File: src/rtl/cp0_multiport.sv
// Multi-port CP0 register file: Count/Compare timer, interrupt synchroniser, exception state.
// Define CP0_LLBIT_EN to add the LL bit (ll_set input, llbit output, register 17).
module cp0_multiport #(
    parameter int unsigned NW         = 2,
    parameter int unsigned NR         = 2,
    parameter int unsigned COUNT_DIV  = 2,
    parameter logic [31:0] CONFIG_VAL = 32'h8000_0000
) (
    input  logic             i_clk,
    input  logic             i_reset,
    input  logic [NW-1:0]    i_cwe,
    input  logic [NW*5-1:0]  i_cwaddr,
    input  logic [NW*32-1:0] i_cwdata,
    input  logic [NR*5-1:0]  i_ra,
    output logic [NR*32-1:0] o_rd,
    input  logic             i_exc_valid,
    input  logic [4:0]       i_exc_code,
    input  logic [31:0]      i_exc_pc,
    input  logic             i_exc_in_delay_slot,
    input  logic [31:0]      i_exc_badvaddr,
    input  logic             i_is_eret,
    input  logic [5:0]       i_hw_int,
`ifdef CP0_LLBIT_EN
    input  logic             i_ll_set,
    output logic             o_llbit,
`endif
    output logic             o_int_pending,
    output logic             o_timer_interrupt,
    output logic [31:0]      o_cp0_status,
    output logic [31:0]      o_cp0_cause,
    output logic [31:0]      o_cp0_epc
);

    localparam int unsigned PRESC_W      = (COUNT_DIV > 1) ? $clog2(COUNT_DIV) : 1;
    localparam logic [31:0] STATUS_RESET = 32'h0040_0000;
    localparam logic [31:0] STATUS_WMASK = 32'h0000_FF03;

    logic [31:0]        r_badvaddr, r_count, r_compare, r_status, r_epc;
    logic               r_bd, r_ti, r_int_pending;
    logic [1:0]         r_ip_sw;
    logic [4:0]         r_exccode;
    logic [PRESC_W-1:0] r_presc;
    logic [5:0]         r_sync1, r_sync2;

    logic [31:0]        w_badvaddr_d, w_count_d, w_compare_d, w_status_d, w_epc_d;
    logic               w_bd_d, w_ti_d, w_int_pending_d, w_compare_wr, w_presc_wrap;
    logic [1:0]         w_ip_sw_d;
    logic [4:0]         w_exccode_d;
    logic [PRESC_W-1:0] w_presc_d;
    logic [7:0]         w_ip;
    logic [31:0]        w_cause;

    // Hardware IP bits come straight from the second synchroniser flop.
    assign w_ip    = {r_sync2[5] | r_ti, r_sync2[4:0], r_ip_sw};
    assign w_cause = {r_bd, r_ti, 14'b0, w_ip, 1'b0, r_exccode, 2'b00};

    assign w_int_pending_d = r_status[0] & ~r_status[1] & ~r_status[2] &
                             (|(w_ip & r_status[15:8]));

    always_comb begin
        w_badvaddr_d = r_badvaddr;
        w_compare_d  = r_compare;
        w_status_d   = r_status;
        w_epc_d      = r_epc;
        w_bd_d       = r_bd;
        w_ip_sw_d    = r_ip_sw;
        w_exccode_d  = r_exccode;
        w_compare_wr = 1'b0;
        w_presc_wrap = (r_presc == PRESC_W'(COUNT_DIV - 1));
        w_count_d    = w_presc_wrap ? r_count + 32'd1 : r_count;
        w_presc_d    = w_presc_wrap ? '0 : r_presc + PRESC_W'(1);

        if (i_exc_valid) begin
            if (!r_status[1]) begin
                w_bd_d  = i_exc_in_delay_slot;
                w_epc_d = i_exc_in_delay_slot ? i_exc_pc - 32'd4 : i_exc_pc;
            end
            w_exccode_d   = i_exc_code;
            w_status_d[1] = 1'b1;
            if (i_exc_code == 5'd4 || i_exc_code == 5'd5) begin
                w_badvaddr_d = i_exc_badvaddr;
            end
        end else begin
            // Highest index first so the lowest index lands last and wins.
            for (int i = int'(NW) - 1; i >= 0; i--) begin
                if (i_cwe[i]) begin
                    case (i_cwaddr[i*5 +: 5])
                        5'd9: begin
                            w_count_d = i_cwdata[i*32 +: 32];
                            w_presc_d = '0;
                        end
                        5'd11: begin
                            w_compare_d  = i_cwdata[i*32 +: 32];
                            w_compare_wr = 1'b1;
                        end
                        5'd12: w_status_d = (w_status_d & ~STATUS_WMASK) |
                                            (i_cwdata[i*32 +: 32] & STATUS_WMASK);
                        5'd13: w_ip_sw_d  = i_cwdata[i*32 + 8 +: 2];
                        5'd14: w_epc_d    = i_cwdata[i*32 +: 32];
                        default: ;
                    endcase
                end
            end
            if (i_is_eret) begin
                if (r_status[2]) w_status_d[2] = 1'b0;
                else             w_status_d[1] = 1'b0;
            end
        end

        w_ti_d = w_compare_wr ? 1'b0 : (r_ti | (w_count_d == r_compare));
    end

    always_ff @(posedge i_clk or posedge i_reset) begin
        if (i_reset) begin
            r_badvaddr    <= '0;
            r_count       <= '0;
            r_compare     <= '0;
            r_status      <= STATUS_RESET;
            r_epc         <= '0;
            r_bd          <= 1'b0;
            r_ti          <= 1'b0;
            r_ip_sw       <= '0;
            r_exccode     <= '0;
            r_presc       <= '0;
            r_sync1       <= '0;
            r_sync2       <= '0;
            r_int_pending <= 1'b0;
        end else begin
            r_badvaddr    <= w_badvaddr_d;
            r_count       <= w_count_d;
            r_compare     <= w_compare_d;
            r_status      <= w_status_d;
            r_epc         <= w_epc_d;
            r_bd          <= w_bd_d;
            r_ti          <= w_ti_d;
            r_ip_sw       <= w_ip_sw_d;
            r_exccode     <= w_exccode_d;
            r_presc       <= w_presc_d;
            r_sync1       <= i_hw_int;
            r_sync2       <= r_sync1;
            r_int_pending <= w_int_pending_d;
        end
    end

`ifdef CP0_LLBIT_EN
    logic r_llbit;

    always_ff @(posedge i_clk or posedge i_reset) begin
        if (i_reset) begin
            r_llbit <= 1'b0;
        end else if (i_exc_valid || i_is_eret) begin
            r_llbit <= 1'b0;
        end else if (i_ll_set) begin
            r_llbit <= 1'b1;
        end
    end

    assign o_llbit = r_llbit;
`endif

    always_comb begin
        o_rd = '0;
        for (int p = 0; p < int'(NR); p++) begin
            case (i_ra[p*5 +: 5])
                5'd8:  o_rd[p*32 +: 32] = r_badvaddr;
                5'd9:  o_rd[p*32 +: 32] = r_count;
                5'd11: o_rd[p*32 +: 32] = r_compare;
                5'd12: o_rd[p*32 +: 32] = r_status;
                5'd13: o_rd[p*32 +: 32] = w_cause;
                5'd14: o_rd[p*32 +: 32] = r_epc;
                5'd16: o_rd[p*32 +: 32] = CONFIG_VAL;
`ifdef CP0_LLBIT_EN
                5'd17: o_rd[p*32 +: 32] = {31'b0, r_llbit};
`endif
                default: o_rd[p*32 +: 32] = '0;
            endcase
        end
    end

    assign o_int_pending     = r_int_pending;
    assign o_timer_interrupt = r_ti;
    assign o_cp0_status      = r_status;
    assign o_cp0_cause       = w_cause;
    assign o_cp0_epc         = r_epc;

endmodule

File: config.mk
export PLATFORM = sky130hd
export DESIGN_NAME = cp0_multiport
export DESIGN_NICKNAME = d
export VERILOG_FILES = /design/src/rtl/cp0_multiport.sv
export SDC_FILE = /design/constraint.sdc
export NUM_CORES = 1
export LEC_CHECK = 0
export CAP_MARGIN = 40
export CORE_MARGIN = 5
export CORE_UTILIZATION = 41
export CTS_BUF_LIST = sky130_fd_sc_hd__clkbuf_8
export DETAILED_ROUTE_END_ITERATION = 8
export PLACE_DENSITY = 0.73
export SLEW_MARGIN = 10
export SYNTH_ARGS = -nofsm -noshare
export SYNTH_HDL_FRONTEND = slang
export SYNTH_SLANG_ARGS = --single-unit
export TNS_END_PERCENT = 50
File: constraint.sdc
create_clock -name i_clk -period 6.35 [get_ports i_clk]
set_input_delay 1.905 -clock i_clk [delete_from_list [all_inputs] [get_ports i_clk]]
set_output_delay 1.905 -clock i_clk [all_outputs]
set_load 0.005 [all_outputs]
==> impl_summary.md <==
Status
The run finished with clean final reports.

Place
The count of input and output buffers is approximately 290. Once detailed placement completed, the half-perimeter wirelength came to 39500 um. The post-place instance area is between 0.01 and 0.015 sq mm. The last weighted congestion value of the routability-driven placer is between 0.9 and 1.

Setup path
The signal arrival time at the worst endpoint is approximately 4.3 ns. On the critical path, the stage with the largest delay is an instance of sky130_fd_sc_hd__clkdlybuf4s50_1. The worst path required time is ~4.5 ns. The category of the critical setup timing path is in2out. The most numerous cell on the critical path is sky130_fd_sc_hd__clkdlybuf4s50_1. Walking the worst path, the cells encountered are clkdlybuf4s50_1 -> nor2b_1 -> nor4b_2 -> buf_12 -> a22oi_1 -> o21ai_0 -> clkdlybuf4s50_1. On the worst path, the slowest cell contributes a delay of a little under 0.6 ns. The kind of capture point of the worst setup path is an output pin. The worst setup path is launched from an input port.

In this run the worst path has a maximum fanout of 26.

CTS
The H-tree generated during clock tree synthesis spans 4 levels. The tree is rooted in a sky130_fd_sc_hd__clkbuf_8. TritonCTS built the clock tree. TritonCTS created 17 clock buffers. The worst-case clock buffer depth is 2.

Buffers added to address setup during post-CTS repair amount to 0. The CTS sink count is between 150 and 200. The clock latency on the worst-skew pair is 0.48 ns. The total of hold buffers inserted after clock tree synthesis is 0. The post-cts sizing count is 0. The clock transition at the registers of the reported paths is between 0.1 and 0.15 ns.

Routing
The detail route stage leaves a number of antenna-violating nets equal to 0. For this block, the via count after detailed routing is about 12000. The first TritonRoute pass finished after 6 iterations. For this block, wires on met1 add up to 20500 um. Detailed routing placed a total of between 5000 and 6000 um of wire on met3.

The number of vias per cell after detailed routing is about 6. The detailed router finished its first iteration with around 1600 violations. The final routed wirelength across all metal layers is 51500 um. After detailed routing, the average wire length per cell comes to ~26 um. The count of unresolved DRC violations after routing is 0. The routed design uses around 23000 um of met2 wire. The highest metal layer carrying signal wires in the routed design is met4.

Timing
The routed design could run at a clock period as short as a little over 6 ns. Headroom to the max-slew limit came out at 0.388. Setup repair after global routing left no endpoint under its margin. Setup violations remaining at the end of the flow were counted as 0. The final number of hold-violating endpoints was 0. The post-route clock skew is 0.0250 ns. The final number of max-transition violations came to 0. In the finished design, the share of the clock period the worst path needs comes to 0.969. For the pin with the worst max-slew slack, the measured transition is a little over 0.9 ns. The setup total negative slack is 0 ns. The timing-limited maximum frequency is 162 MHz.

Global route
Entering global routing, the biggest net connects between 60 and 70 pins. The initial antenna violation count is 1. The via count of the first global-routing pass is 11900. The first global-routing pass estimated 76500 um of wire. The total overflow left after global routing is 0.

In the global route stage, overall resource usage came out at 0.305.

Pwr
The internal cell power is 2.21 mW. Of the total power, the share spent switching nets is 0.399. Summed over all nets, the switching power comes to 1.47 mW. The maximum vdd drop is ~0.00012 V.

The ratio of total power to cell area is roughly 240 mW/mm^2. Of the total power, the clock network draws 0.222. The sequential share of power is 0.453. The logic gate share of total power is 0.325. The leakage power total is between 5 and 6 nW.

Floorplanning
The count of boundary I/O pins is roughly 330. Measured along the x axis, the die boundary spans about 180 um. The area of the core is ~0.029 sq mm.

The die is roughly 180 um tall. For this configuration, the core starts out at a cell density of 0.412. The area of the die is roughly 0.032 sq mm. The number of placement rows is a little over 60.

Synthesis
For this run, asynchronously set or reset flops after synthesis account for 1.00. The number of synthesized flops with an enable pin is 0. The synthesized netlist contains slightly below 80 unique library cells.

The mean post-synth cell area is a little under 9 sq um. The post-synthesis instance total is about 1400. The most used flip-flop cell after synthesis is sky130_fd_sc_hd__dfrtp_1. The netlist area before placement is approximately 0.012 sq mm.

The number of flip-flops and latches in the synthesized netlist is roughly 160. The Yosys step of the flow raised 0 warnings. For this run, the register share of the synthesized area comes to 0.342.

Finish
The net count of the finished layout is between 1500 and 2000. In the final layout, the share of cells above drive strength 1 is 0.0910. The total of fill cells in the finished design is around 2600. The area of all placed cells without fillers is about 0.015 sq mm. Relative to the synthesized area, the layout overhead comes to 30.1%.

Flow run
Across the run, the number of max-cap violations was 0.

Worst hold path
The worst hold-check path type is reg2reg.
-- cell usage after synthesis (5+ instances only) --
master                     instances  share of area
sky130_fd_sc_hd__mux2_2           40          0.038
sky130_fd_sc_hd__nand2b_1          7         0.0037
sky130_fd_sc_hd__o211ai_1          8         0.0051
sky130_fd_sc_hd__o21ai_1           7         0.0030
sky130_fd_sc_hd__nor4_1           14         0.0074
sky130_fd_sc_hd__or3_1             8         0.0043
sky130_fd_sc_hd__nor3_1           18         0.0077
sky130_fd_sc_hd__a32oi_1           5         0.0037
sky130_fd_sc_hd__a31oi_1           7         0.0037
sky130_fd_sc_hd__a222oi_1         11         0.0094
sky130_fd_sc_hd__nand4_1          13         0.0069
sky130_fd_sc_hd__nand2_1         166          0.053
sky130_fd_sc_hd__o21ai_0         137          0.058
sky130_fd_sc_hd__o22ai_1          13         0.0069
sky130_fd_sc_hd__inv_1            17         0.0054
sky130_fd_sc_hd__nor2_1           80          0.026
sky130_fd_sc_hd__a22oi_1          59          0.038
sky130_fd_sc_hd__nor3b_1           6         0.0038
sky130_fd_sc_hd__and4_1            8         0.0060
sky130_fd_sc_hd__buf_2            10         0.0043
sky130_fd_sc_hd__and3_1            7         0.0037
sky130_fd_sc_hd__buf_1            14         0.0045
sky130_fd_sc_hd__mux2i_1         139           0.12
sky130_fd_sc_hd__nand3_1          25          0.011
sky130_fd_sc_hd__buf_4            49          0.031
sky130_fd_sc_hd__nand3b_1          7         0.0045
sky130_fd_sc_hd__clkbuf_1         58          0.018
sky130_fd_sc_hd__a21oi_1          72          0.031
sky130_fd_sc_hd__xnor2_1          47          0.035
sky130_fd_sc_hd__dfrtp_1         161           0.34
sky130_fd_sc_hd__xor2_1           33          0.025
sky130_fd_sc_hd__a221o_1          18          0.015
-- logic make-up after synthesis --
family,after synthesis,synth area share
other cells,2,0.000638
mux,179,0.156
flops,161,0.342
simple gates,397,0.168
buf+inv,157,0.0724
xor+xnor,80,0.0595
compound gates,373,0.199
fa+ha+maj,2,0.00213
-- layer usage --
metal	GRT usage	up-vias
met1	0.421	5884
met2	0.470	869
met5	0	-
met4	0.106	0
li1	-	5333
met3	0.0730	114
-- worst paths after layout --
| path | start | to | slack (ns) | cells past startpoint |
|---|---|---|---|---|
| max | i_ra[8] | o_rd[49] | 0.20 | 7 |
| min | r_sync1[2] | r_sync2[2] | 0.36 | 0 |
| max reg2reg | r_count[4] | o_timer_interrupt | 2.75 | 9 |
| min reg2reg | r_sync1[2] | r_sync2[2] | 0.36 | 0 |
| max in group asynchronous | i_reset | o_cp0_epc[19] | 3.49 | 4 |
| min in group asynchronous | i_reset | o_int_pending | 1.78 | 2 |
-- final cells by class --
class / count / area (sq um) / share of cell area
inverters: 17 / 68.8 / 0.00449
well taps: 384 / 480 / 0.0314
flip-flops and latches: 161 / 4030 / 0.263
clock inverters: 14 / 155 / 0.0101
repair buffers: 326 / 3240 / 0.212
diodes: 1 / 2.50 / 0.000163
clock buffers: 17 / 234 / 0.0153
multi-input cells: 1070 / 7100 / 0.464
-- sequential cells by signal, indices dropped and copies added (netlist names) --
register and flops:
o_cp0_epc 32, o_cp0_status 10, o_int_pending 1, o_timer_interrupt 1, r_badvaddr 32, r_bd 1, r_compare 32, r_count 32
r_exccode 5, r_ip_sw 2, r_presc 1, r_sync1 6, r_sync2 6
-- layout by cell type (no fill, tap or decap), types with 4 or more instances in the layout --
master / count
sky130_fd_sc_hd__a21oi_1: 72
sky130_fd_sc_hd__a221o_1: 18
sky130_fd_sc_hd__a222oi_1: 11
sky130_fd_sc_hd__a22oi_1: 59
sky130_fd_sc_hd__a31oi_1: 7
sky130_fd_sc_hd__a32oi_1: 5
sky130_fd_sc_hd__and3_1: 7
sky130_fd_sc_hd__and4_1: 8
sky130_fd_sc_hd__buf_12: 5
sky130_fd_sc_hd__buf_4: 31
sky130_fd_sc_hd__clkbuf_8: 17
sky130_fd_sc_hd__clkdlybuf4s50_1: 285
sky130_fd_sc_hd__clkinv_2: 4
sky130_fd_sc_hd__conb_1: 39
sky130_fd_sc_hd__dfrtp_1: 160
sky130_fd_sc_hd__inv_1: 16
sky130_fd_sc_hd__inv_6: 5
sky130_fd_sc_hd__mux2_2: 40
sky130_fd_sc_hd__mux2i_1: 139
sky130_fd_sc_hd__nand2_1: 165
sky130_fd_sc_hd__nand2b_1: 7
sky130_fd_sc_hd__nand3_1: 25
sky130_fd_sc_hd__nand3b_1: 7
sky130_fd_sc_hd__nand4_1: 13
sky130_fd_sc_hd__nor2_1: 79
sky130_fd_sc_hd__nor2b_1: 4
sky130_fd_sc_hd__nor3_1: 18
sky130_fd_sc_hd__nor4_1: 9
sky130_fd_sc_hd__nor4_2: 5
sky130_fd_sc_hd__o211ai_1: 8
sky130_fd_sc_hd__o21ai_0: 137
sky130_fd_sc_hd__o21ai_1: 6
sky130_fd_sc_hd__o22ai_1: 13
sky130_fd_sc_hd__o31ai_1: 4
sky130_fd_sc_hd__or3_1: 8
sky130_fd_sc_hd__or4_4: 4
sky130_fd_sc_hd__xnor2_1: 47
sky130_fd_sc_hd__xor2_1: 33
-- power by group through the flow --
stage | logic (mW) | registers (mW) | clock network [mW]
after CTS | 1.18 | 1.64 | 0.823
after floorplan | 0.715 | 1.48 | 0
after global placement | 1.15 | 1.65 | 0
final | 1.20 | 1.67 | 0.815
after detailed placement | 1.18 | 1.65 | 0
after global routing | 1.29 | 1.68 | 0.860
-- worst max-delay path, delay by kind of cell --
kind / cells / cell delay, ns
AO/OA/AOI/OAI: 2 / 0.26
buffers and inverters: 3 / 1.30
AND/OR/NAND/NOR: 2 / 0.75
-- metrics by stage --
stage | setup slack (ns) | util | total power, mW | hold slack, ns | std cells
floorplan | 0.0967 | - | 2.19 | 0.331 | 1388
global placement | 0.296 | 0.521 | 2.80 | 0.332 | 1955
detailed placement | 0.246 | 0.523 | 2.83 | 0.337 | 1958
CTS | 0.249 | 0.536 | 3.64 | 0.361 | 1989
global route | 0.125 | 0.536 | 3.83 | 0.368 | 1989
finish | 0.195 | 0.536 | 3.68 | 0.358 | 1990
(Power assumes the default switching activity.)
